$ cat config.mk
export PLATFORM = sky130hd
export DESIGN_NAME = mem_fill_engine_flat
export DESIGN_NICKNAME = d
export VERILOG_FILES = /design/src/rtl/mem_fill_if.sv /design/src/rtl/mem_fill_engine.sv /design/src/flat_wrapper.sv
export SDC_FILE = /design/constraint.sdc
export NUM_CORES = 1
export LEC_CHECK = 0
export BUFFER_PORTS_ARGS = -buffer_cell sky130_fd_sc_hd__buf_2
export CORE_AREA = 2 2 194 149
export CTS_CLUSTER_SIZE = 30
export DETAILED_ROUTE_END_ITERATION = 16
export DIE_AREA = 0 0 196 151
export GPL_TIMING_DRIVEN = 1
export PLACE_DENSITY = 0.81
export SYNTH_ARGS = -nofsm -noshare
export SYNTH_HDL_FRONTEND = slang
export SYNTH_SLANG_ARGS = --single-unit
export TNS_END_PERCENT = 1
$ cat constraint.sdc
create_clock -name clk_sys -period 2.4 [get_ports clk_sys]
set_input_delay 0.24 -clock clk_sys [delete_from_list [all_inputs] [get_ports clk_sys]]
set_output_delay 0.24 -clock clk_sys [all_outputs]
set_load 0.1 [all_outputs]
$ cat src/rtl/mem_fill_if.sv
// Bundle for mem_fill_engine: job request (start/abort/mode/range/pattern), job status
// (busy/done) and the Avalon-style burst write port (mem_*). Wires only; no logic or latency.
// Backpressure is mem_busy (waitrequest), which the slave drives and the engine honours.
// Ports: master = engine side (drives mem_*, busy, done); slave = requester/memory side.
interface mem_fill_if #(
    parameter int ADDR_W = 29,
    parameter int DATA_W = 64
);
    logic                  start;
    logic                  abort;
    logic [1:0]            mode;
    logic [ADDR_W-1:0]     base_addr;
    logic [ADDR_W-1:0]     length;
    logic [DATA_W-1:0]     pattern;
    logic                  mem_busy;
    logic                  mem_we;
    logic [ADDR_W-1:0]     mem_addr;
    logic [DATA_W-1:0]     mem_din;
    logic [7:0]            mem_burstcnt;
    logic [DATA_W/8-1:0]   mem_be;
    logic                  busy;
    logic                  done;

    modport master (
        input  start, abort, mode, base_addr, length, pattern, mem_busy,
        output mem_we, mem_addr, mem_din, mem_burstcnt, mem_be, busy, done
    );

    modport slave (
        output start, abort, mode, base_addr, length, pattern, mem_busy,
        input  mem_we, mem_addr, mem_din, mem_burstcnt, mem_be, busy, done
    );
endinterface

$ cat src/rtl/mem_fill_engine.sv
// RAM clear/fill sequencer: writes a rounded address range in BURST-word bursts with a pattern.
// Latency: first mem_we one cycle after an accepted start; one beat per cycle when not stalled.
// Backpressure: mem_busy holds the current beat (address and data frozen) until it drops.
// Ports: clk_sys, RESET (sync, active-low), bus (mem_fill_if.master: job control, status, write port).
module mem_fill_engine #(
    parameter int ADDR_W = 29,
    parameter int DATA_W = 64,
    parameter int BURST  = 8,
    parameter int GAP    = 24
) (
    input  logic       clk_sys,
    input  logic       RESET,
    mem_fill_if.master bus
);
    localparam int                GAP_W     = (GAP > 1) ? $clog2(GAP) : 1;
    localparam logic [GAP_W-1:0]  GAP_LAST  = GAP_W'((GAP > 0) ? GAP - 1 : 0);
    localparam logic [ADDR_W-1:0] BURST_A   = ADDR_W'(BURST);
    localparam logic [7:0]        BEAT_LAST = 8'(BURST - 1);
    localparam logic [31:0]       LFSR_TAPS = 32'h8020_0003;

    typedef enum logic [1:0] {IDLE, WRITE, PAUSE} state_t;

    state_t              state_q, state_d;
    logic                we_q, we_d;
    logic                busy_q, busy_d;
    logic                done_q, done_d;
    logic                abort_seen_q, abort_seen_d;
    logic [ADDR_W-1:0]   addr_q, addr_d;
    logic [ADDR_W-1:0]   remain_q, remain_d;
    logic [ADDR_W-1:0]   idx_q, idx_d;
    logic [7:0]          beat_q, beat_d;
    logic [GAP_W-1:0]    gap_q, gap_d;
    logic [1:0]          mode_q, mode_d;
    logic [DATA_W-1:0]   pattern_q, pattern_d;
    logic [DATA_W-1:0]   din_q, din_d;
    logic [31:0]         lfsr_q, lfsr_d;

    logic [ADDR_W-1:0]   len_rnd;
    logic [ADDR_W-1:0]   remain_nxt;
    logic [ADDR_W-1:0]   idx_nxt;
    logic [31:0]         seed;
    logic [31:0]         lfsr_nxt;
    logic                accept;

    // Galois form, shifting right: the bit falling out of bit 0 folds the taps back in.
    function automatic logic [31:0] lfsr_step(input logic [31:0] s);
        return s[0] ? ((s >> 1) ^ LFSR_TAPS) : (s >> 1);
    endfunction

    function automatic logic [DATA_W-1:0] beat_data(input logic [1:0]        m,
                                                    input logic [DATA_W-1:0] pat,
                                                    input logic [ADDR_W-1:0] i,
                                                    input logic [31:0]       l);
        logic [DATA_W-1:0] r;
        case (m)
            2'd0:    r = '0;
            2'd1:    r = pat;
            2'd2:    r = DATA_W'(i);
            default: r = {(DATA_W/32){l}};
        endcase
        return r;
    endfunction

    assign len_rnd    = bus.length - (bus.length % BURST_A);
    assign seed       = (bus.pattern[31:0] == 32'd0) ? 32'd1 : bus.pattern[31:0];
    assign accept     = we_q && !bus.mem_busy;
    assign lfsr_nxt   = lfsr_step(lfsr_q);
    assign idx_nxt    = idx_q + 1'b1;
    assign remain_nxt = remain_q - BURST_A;

    always_comb begin
        state_d      = state_q;
        we_d         = we_q;
        busy_d       = busy_q;
        done_d       = done_q;
        abort_seen_d = abort_seen_q;
        addr_d       = addr_q;
        remain_d     = remain_q;
        idx_d        = idx_q;
        beat_d       = beat_q;
        gap_d        = gap_q;
        mode_d       = mode_q;
        pattern_d    = pattern_q;
        din_d        = din_q;
        lfsr_d       = lfsr_q;

        case (state_q)
            IDLE: begin
                if (bus.start) begin
                    done_d       = 1'b0;
                    mode_d       = bus.mode;
                    pattern_d    = bus.pattern;
                    addr_d       = bus.base_addr;
                    remain_d     = len_rnd;
                    idx_d        = '0;
                    beat_d       = '0;
                    gap_d        = '0;
                    abort_seen_d = 1'b0;
                    lfsr_d       = seed;
                    // Beat 0 data is registered here so it is on the bus with the first mem_we.
                    din_d        = beat_data(bus.mode, bus.pattern, '0, seed);
                    if (len_rnd == '0) begin
                        done_d = 1'b1;
                    end else begin
                        state_d = WRITE;
                        we_d    = 1'b1;
                        busy_d  = 1'b1;
                    end
                end
            end

            WRITE: begin
                if (bus.abort) abort_seen_d = 1'b1;
                if (accept) begin
                    idx_d  = idx_nxt;
                    lfsr_d = lfsr_nxt;
                    din_d  = beat_data(mode_q, pattern_q, idx_nxt, lfsr_nxt);
                    if (beat_q == BEAT_LAST) begin
                        beat_d       = '0;
                        addr_d       = addr_q + BURST_A;
                        remain_d     = remain_nxt;
                        abort_seen_d = 1'b0;
                        // Completion is checked first so a same-cycle abort still reports done.
                        if (remain_nxt == '0) begin
                            state_d = IDLE;
                            we_d    = 1'b0;
                            busy_d  = 1'b0;
                            done_d  = 1'b1;
                        end else if (abort_seen_q || bus.abort) begin
                            state_d = IDLE;
                            we_d    = 1'b0;
                            busy_d  = 1'b0;
                        end else if (GAP > 0) begin
                            state_d = PAUSE;
                            we_d    = 1'b0;
                            gap_d   = '0;
                        end
                    end else begin
                        beat_d = beat_q + 8'd1;
                    end
                end
            end

            PAUSE: begin
                if (bus.abort) begin
                    state_d = IDLE;
                    busy_d  = 1'b0;
                end else if (gap_q == GAP_LAST) begin
                    state_d = WRITE;
                    we_d    = 1'b1;
                    gap_d   = '0;
                end else begin
                    gap_d = gap_q + 1'b1;
                end
            end

            default: state_d = IDLE;
        endcase
    end

    always_ff @(posedge clk_sys) begin
        if (!RESET) begin
            state_q      <= IDLE;
            we_q         <= 1'b0;
            busy_q       <= 1'b0;
            done_q       <= 1'b0;
            abort_seen_q <= 1'b0;
            addr_q       <= '0;
            remain_q     <= '0;
            idx_q        <= '0;
            beat_q       <= '0;
            gap_q        <= '0;
            mode_q       <= '0;
            pattern_q    <= '0;
            din_q        <= '0;
            lfsr_q       <= '0;
        end else begin
            state_q      <= state_d;
            we_q         <= we_d;
            busy_q       <= busy_d;
            done_q       <= done_d;
            abort_seen_q <= abort_seen_d;
            addr_q       <= addr_d;
            remain_q     <= remain_d;
            idx_q        <= idx_d;
            beat_q       <= beat_d;
            gap_q        <= gap_d;
            mode_q       <= mode_d;
            pattern_q    <= pattern_d;
            din_q        <= din_d;
            lfsr_q       <= lfsr_d;
        end
    end

    assign bus.mem_we       = we_q;
    assign bus.mem_addr     = addr_q;
    assign bus.mem_din      = din_q;
    assign bus.mem_burstcnt = 8'(BURST);
    assign bus.mem_be       = '1;
    assign bus.busy         = busy_q;
    assign bus.done         = done_q;
endmodule

$ cat src/flat_wrapper.sv
// flat-port wrapper written by rule: the top's interface ports become plain ports
module mem_fill_engine_flat 
#(
    parameter int ADDR_W = 29,
    parameter int DATA_W = 64,
    parameter int BURST  = 8,
    parameter int GAP    = 24
)
  (clk_sys, RESET, bus_start, bus_abort, bus_mode, bus_base_addr, bus_length, bus_pattern, bus_mem_busy, bus_mem_we, bus_mem_addr, bus_mem_din, bus_mem_burstcnt, bus_mem_be, bus_busy, bus_done);
  mem_fill_if #(.ADDR_W(ADDR_W), .DATA_W(DATA_W)) bus_i ();
  input  logic clk_sys;
  input  logic RESET;
  input wire logic [$bits(bus_i.start)-1:0] bus_start;
  input wire logic [$bits(bus_i.abort)-1:0] bus_abort;
  input wire logic [$bits(bus_i.mode)-1:0] bus_mode;
  input wire logic [$bits(bus_i.base_addr)-1:0] bus_base_addr;
  input wire logic [$bits(bus_i.length)-1:0] bus_length;
  input wire logic [$bits(bus_i.pattern)-1:0] bus_pattern;
  input wire logic [$bits(bus_i.mem_busy)-1:0] bus_mem_busy;
  output wire logic [$bits(bus_i.mem_we)-1:0] bus_mem_we;
  output wire logic [$bits(bus_i.mem_addr)-1:0] bus_mem_addr;
  output wire logic [$bits(bus_i.mem_din)-1:0] bus_mem_din;
  output wire logic [$bits(bus_i.mem_burstcnt)-1:0] bus_mem_burstcnt;
  output wire logic [$bits(bus_i.mem_be)-1:0] bus_mem_be;
  output wire logic [$bits(bus_i.busy)-1:0] bus_busy;
  output wire logic [$bits(bus_i.done)-1:0] bus_done;
  assign bus_i.start = bus_start;
  assign bus_i.abort = bus_abort;
  assign bus_i.mode = bus_mode;
  assign bus_i.base_addr = bus_base_addr;
  assign bus_i.length = bus_length;
  assign bus_i.pattern = bus_pattern;
  assign bus_i.mem_busy = bus_mem_busy;
  assign bus_mem_we = bus_i.mem_we;
  assign bus_mem_addr = bus_i.mem_addr;
  assign bus_mem_din = bus_i.mem_din;
  assign bus_mem_burstcnt = bus_i.mem_burstcnt;
  assign bus_mem_be = bus_i.mem_be;
  assign bus_busy = bus_i.busy;
  assign bus_done = bus_i.done;
  mem_fill_engine #(.ADDR_W(ADDR_W), .DATA_W(DATA_W), .BURST(BURST), .GAP(GAP)) u_core (.clk_sys(clk_sys), .RESET(RESET), .bus(bus_i));
endmodule
Yosys cells after proc, flatten, opt, wreduce, memory -nomap -nowiden. Index checks and enable logic that the tools add are counted.

Bits of input ports: 129. Output and inout bits: 112. Flip-flop bits (word level): 268. Logic and storage cells: 128.

Bitwise operators: 1. $add $sub $neg: 6. Reductions and logical operators: 21. Mux-type cells: 66. Equality and inequality tests: 20.

Operator list (count): $pmux W64 S2 (2); $mux W29 (8); $pmux W64 S3 (1); $pmux W29 S2 (3); $mux W32 (4); $mux W64 (2); $pmux W32 S2 (1); $logic_not A29 Y1 (2); $mux W5 (7); $logic_not A32 Y1 (1); $add A29 B1 Y29 const B (1); $add A29 B4 Y29 const B (1); $sub A29 B3 Y29 (1); $sub A29 B4 Y29 const B (1); $mux W8 (3); $reduce_and A7 Y1 (3); $mux W1 (20); $mux W2 (8); $pmux W8 S2 (1); $pmux W5 S3 (1); $ne A2 B2 Y1 const B (6); $reduce_and A5 Y1 (2); $add A8 B1 Y8 const B (1); $eq A8 B3 Y1 const B (1); other kinds (21) (33).

Logic depth before layout (Yosys ltp).
Depth in word-level cells: 6. Gate-level depth with buffers: 12. Gate-level depth less buffers: 9.

Worst setup path before layout. Ideal clock, no wire load.

Path kind: register -> register. From: reg u_core.addr_q[3], in the netlist u_core.bus.mem_addr[3]. To: reg u_core.addr_q[27], in the netlist u_core.bus.mem_addr[27]. Library setup time: 132 ps. Cell stages (with the launch flop): 9. Data required time: 2268 ps. Period minus slack after synthesis: 3114 ps. Arrival: 2982 ps. Buffers on the path: 0. Setup slack: -714 ps. Cells stage by stage: dfxtp_1 ha_1 nand3_1 or2_2 or4_1 or2_2 o21a_1 o21ai_0 a21oi_1.

Word-level cells in the longest chain between the ends: 4.

RTL lines: start, declared (line mem_fill_engine.sv:28) `logic [ADDR_W-1:0] addr_q, addr_d;`; start signal, assigned (line mem_fill_engine.sv:183) `addr_q <= addr_d;`; $add A29 B4 Y29 (line mem_fill_engine.sv:120) `addr_d = addr_q + BURST_A;`; $mux W29 (line mem_fill_engine.sv:118) `if (beat_q == BEAT_LAST) begin`; $mux W29 (line mem_fill_engine.sv:114) `if (accept) begin`; $pmux W29 S2 (line mem_fill_engine.sv:87) `case (state_q)`.

No other way between the ends. The select of a mux whose other input is x is not followed. A chain may end at the register's enable or synchronous reset.

Worst setup path in the final report.
From: reg u_core.remain_q[4]. To: reg u_core.gap_q[0].

Word-level cells in the longest chain between the ends: 4.

RTL lines: start, declared (line mem_fill_engine.sv:29) `logic [ADDR_W-1:0] remain_q, remain_d;`; start signal, assigned (line mem_fill_engine.sv:184) `remain_q <= remain_d;`; $sub A29 B4 Y29 (line mem_fill_engine.sv:69) `assign remain_nxt = remain_q - BURST_A;`; $logic_not A29 Y1 (line mem_fill_engine.sv:124) `if (remain_nxt == '0) begin`; $ne A2 B2 Y1 (no line); $reduce_and A7 Y1 (no line); end signal, assigned (line mem_fill_engine.sv:187) `gap_q <= gap_d;`; end, declared (line mem_fill_engine.sv:32) `logic [GAP_W-1:0] gap_q, gap_d;`.

No other way between the ends.

==> results.md <==
* Endpoint of the lowest-slack register-to-register path: u_core.gap_q[0]
* Minimum clock period at 2.52 ns
* Final sum of negative setup slack at -0.673 ns
* Delay of the slowest cell on the worst path at 0.60 ns
* Cell Area, Synth at 13900 um2
* Via-per-instance ratio at 6.24
* IO Pins at 241
* Post-route DRC at 0
* Worst hold stages at 3
* Core ar. at 27600 um2
* Routed WL at 49100 um
* Failing checks: negative setup slack
* Required time reported for the critical path endpoint at 2.87 ns
* Maximum clock insertion buffer count at 3
* Buffering stage count on the worst path with inverters included at 2
* Post-Synthesis Cells at 1813
* Placement row count at 53
* CTS clk-pin slew, worst paths at 0.06 ns
* Worst clock skew at 0.0118 ns
* Detailed-placement wirelength estimate at 32100 um
* Starting density of the core at 50.5%
* Unrepaired setup endpoints after global routing: true
* Height of the die at 151 um
* Most frequent standard cell in the layout excluding fill and tap cells: nand2_1
* Critical path's top delay family: simple AND/OR/NAND/NOR gates
* Number of sinks handled by clock tree synthesis at 265
* Port Buf Inserts at 221
* Syn Area/Cell at 7.69 um2
* Number of global-route vias before repair at 14300
* Power density of the placed cells at 1390 nW/um2
* FF-to-FF setup slack at -0.12 ns
* Fraction of final layout cells sized beyond drive strength 1 at 22.8%
* Antenna cells at 0
* Root cell of the clock tree: clkbuf_16
* Worst hold path class: input port to flip-flop
* Run status: complete, but fails checks
* Top library cells by usage in the layout, fill and taps aside: 260 x nand2_1, 243 x dfxtp_1, 221 x buf_2
* Hold violation total from the final report at 0
* Number of search-and-repair iterations in the first detailed-routing pass at 6
* Die Span X at 196 um
* Largest net degree at the start of global routing at 106
* DR iter-0 viols at 1943
* Placed instance area at 16100 um2
* Slew @ Worst Pin at 0.849 ns
* Area added between synthesis and finish at 28.7%
* Category of the critical setup timing path: flip-flop to flip-flop
* Share of flip-flops with an asynchronous set or reset at 0%
* Minimum setup slack after placement at -0.366 ns
* Max-slew violations at 0
* Final estimated routing congestion in global placement at 0.974
* Final worst-path cycle share at 105%
* Startpoint Class: flip-flop
* Endpoint class of the critical path: flip-flop
* Cell occurring most often along the worst timing path: buf_4
* Number of enable flip-flop cells after synthesis at 0
* Max-capacitance violation count at 0
* Netlist cell types at 76
* Clock latency on the worst-skew pair at 0.55 ns
* Crit-path slowest cell: or4_4
* Maximum fanout along the worst path at 6
* Ys flop type: dfxtp_1
* Total routing usage reported by global routing at 31.7%
* Number of antenna violations at the first check in global routing at 0
* Headroom to the max-slew limit at 43.4%
* Post-layout nets at 2253
* Cell leakage power at 7.15 nW
* Number of flip-flops and latches in the synthesized netlist at 265
* Start point of the worst min-delay path: bus_pattern[3]
* Number of H-tree levels at 1
* Fraction of the yosys area taken by sequential cells at 38.0%
* Achievable frequency at 397 MHz
* Hold EP: u_core.pattern_q[3]
* Crit Reg-Reg Startpoint: u_core.remain_q[4]
* PnR worst setup slack at -0.122 ns
* Number of warning messages in the yosys log at 0
* Setup violators final at 7
* Avg WL per Cell at 19.7 um
* Die area at 29600 um2
* Inserted Clock Buffers at 28
* Area of all placed cells without fillers at 17900 um2
* Global-route wire length before repair at 76000 um
* Arrival time worst endpoint at 2.99 ns
* Number of nets with antenna violations after detailed routing at 0
* Peak VDD IR at 0.000911 V
* Reg2reg path depth at 9
* Ordered cell list for the critical path: buf_4 -> or4_4 -> buf_4 -> a21boi_2 -> a311oi_1 -> a31o_1 -> and4_4 -> or4_1 -> a21oi_1
* Via count at 15600
* Final global-route overflow total at 0
* TritonCTS clock tree: done
-- how the worst max path moves through the flow --
stage,start,endpoint,slack [ns],cells past startpoint
after detailed placement,u_core.remain_q[3],u_core.gap_q[3],-0.37,9
after global placement,u_core.remain_q[3],u_core.bus.busy,-0.37,10
after global routing,u_core.remain_q[4],u_core.gap_q[2],-0.23,10
final,u_core.remain_q[4],u_core.gap_q[0],-0.12,9
after floorplan,u_core.remain_q[3],u_core.gap_q[3],-0.10,10
after CTS,u_core.remain_q[4],u_core.gap_q[2],-0.10,9
-- synthesized netlist by cell type, types with 18 or more instances --
cell type / count / area share (%)
and3_1: 19 / 0.85
nor4_1: 29 / 1.3
o21ai_0: 127 / 4.6
a222oi_1: 27 / 1.9
o22ai_1: 18 / 0.81
inv_1: 23 / 0.62
a211oi_1: 18 / 0.97
and2_1: 18 / 0.81
o221ai_1: 31 / 1.9
mux2i_1: 72 / 5.2
dfxtp_1: 265 / 38
a21oi_1: 176 / 6.3
nor2_1: 202 / 5.4
nand3_1: 43 / 1.5
nand2_1: 262 / 7.1
nor3_1: 49 / 1.8
xnor2_1: 21 / 1.3
clkbuf_1: 130 / 3.5
a22oi_1: 28 / 1.5
-- per-layer routing --
metal | wire length [um] | vias to the layer above | global-route usage [%]
met4 | 2080 | 0 | 13.4
met5 | 0 | - | 0
met1 | 19600 | 7254 | 42.2
met2 | 21900 | 988 | 49.9
met3 | 5610 | 166 | 7.24
li1 | - | 7148 | -
-- what timing repair did --
| action | CTS | global route |
|---|---|---|
| gates cloned | 0 | 0 |
| setup endpoints to repair | 10 | 35 |
| gates resized for setup | 17 | 33 |
| hold buffers | 65 | 0 |
| buffers inserted | 0 | 0 |
| pin swaps | 12 | 5 |
| hold endpoints to repair | 65 | 0 |
-- logic make-up after synthesis --
group / count (synthesis) / share of synthesized area, %
AND/OR/NAND/NOR: 709 / 23.5
adder cells (fa/ha/maj): 9 / 0.808
AO/OA/AOI/OAI: 526 / 24.1
XOR/XNOR: 37 / 2.32
other: 2 / 0.0539
flip-flops: 265 / 38.0
multiplexers: 78 / 5.65
buffers and inverters: 187 / 5.59
-- cell type report --
cell class	count	area, um2
fillers	2249	9640
multi-input cells	1375	8180
flip-flops and latches	265	5340
repair buffers	421	2940
clock buffers	44	862
well taps	357	447
inverters	24	95.1
clock inverters	5	81.3
-- flip-flops by register name, summed over array words and instances, names as in the netlist --
register,count
u_core.bus.busy,1
u_core.state_q,2
u_core.bus.mem_we,1
u_core.mode_q,2
u_core.pattern_q,64
u_core.gap_q,5
u_core.beat_q,8
u_core.bus.mem_din,64
u_core.bus.done,1
u_core.bus.mem_addr,29
u_core.remain_q,26
u_core.idx_q,29
u_core.abort_seen_q,1
u_core.lfsr_q,32
-- worst reg2reg max path, delay by kind of cell, from the launching register on --
| kind | cells | cell delay [ns] |
|---|---|---|
| buffers and inverters | 2 | 0.30 |
| flip-flops | 1 | 0.31 |
| AO/OA/AOI/OAI | 4 | 0.66 |
| AND/OR/NAND/NOR | 3 | 1.17 |
-- through the flow --
step	hold slack (ns)	util [%]	total power, mW	cells
final	0.0184	65.1	25.0	2491
after global routing	0.0128	65.1	26.2	2491
after detailed placement	0.446	58.5	19.8	2377
after floorplan	0.376	-	15.9	1827
after global placement	0.439	58.5	19.6	2377
after CTS	0.000688	64.6	24.6	2491
-- report_power, final --
| group | internal [mW] | switching [mW] |
|---|---|---|
| Combinational | 4.21 | 9.94 |
| Sequential | 5.49 | 0.875 |
| Clock | 2.66 | 1.85 |
No activity file was read; power rests on OpenSTA's default activity.
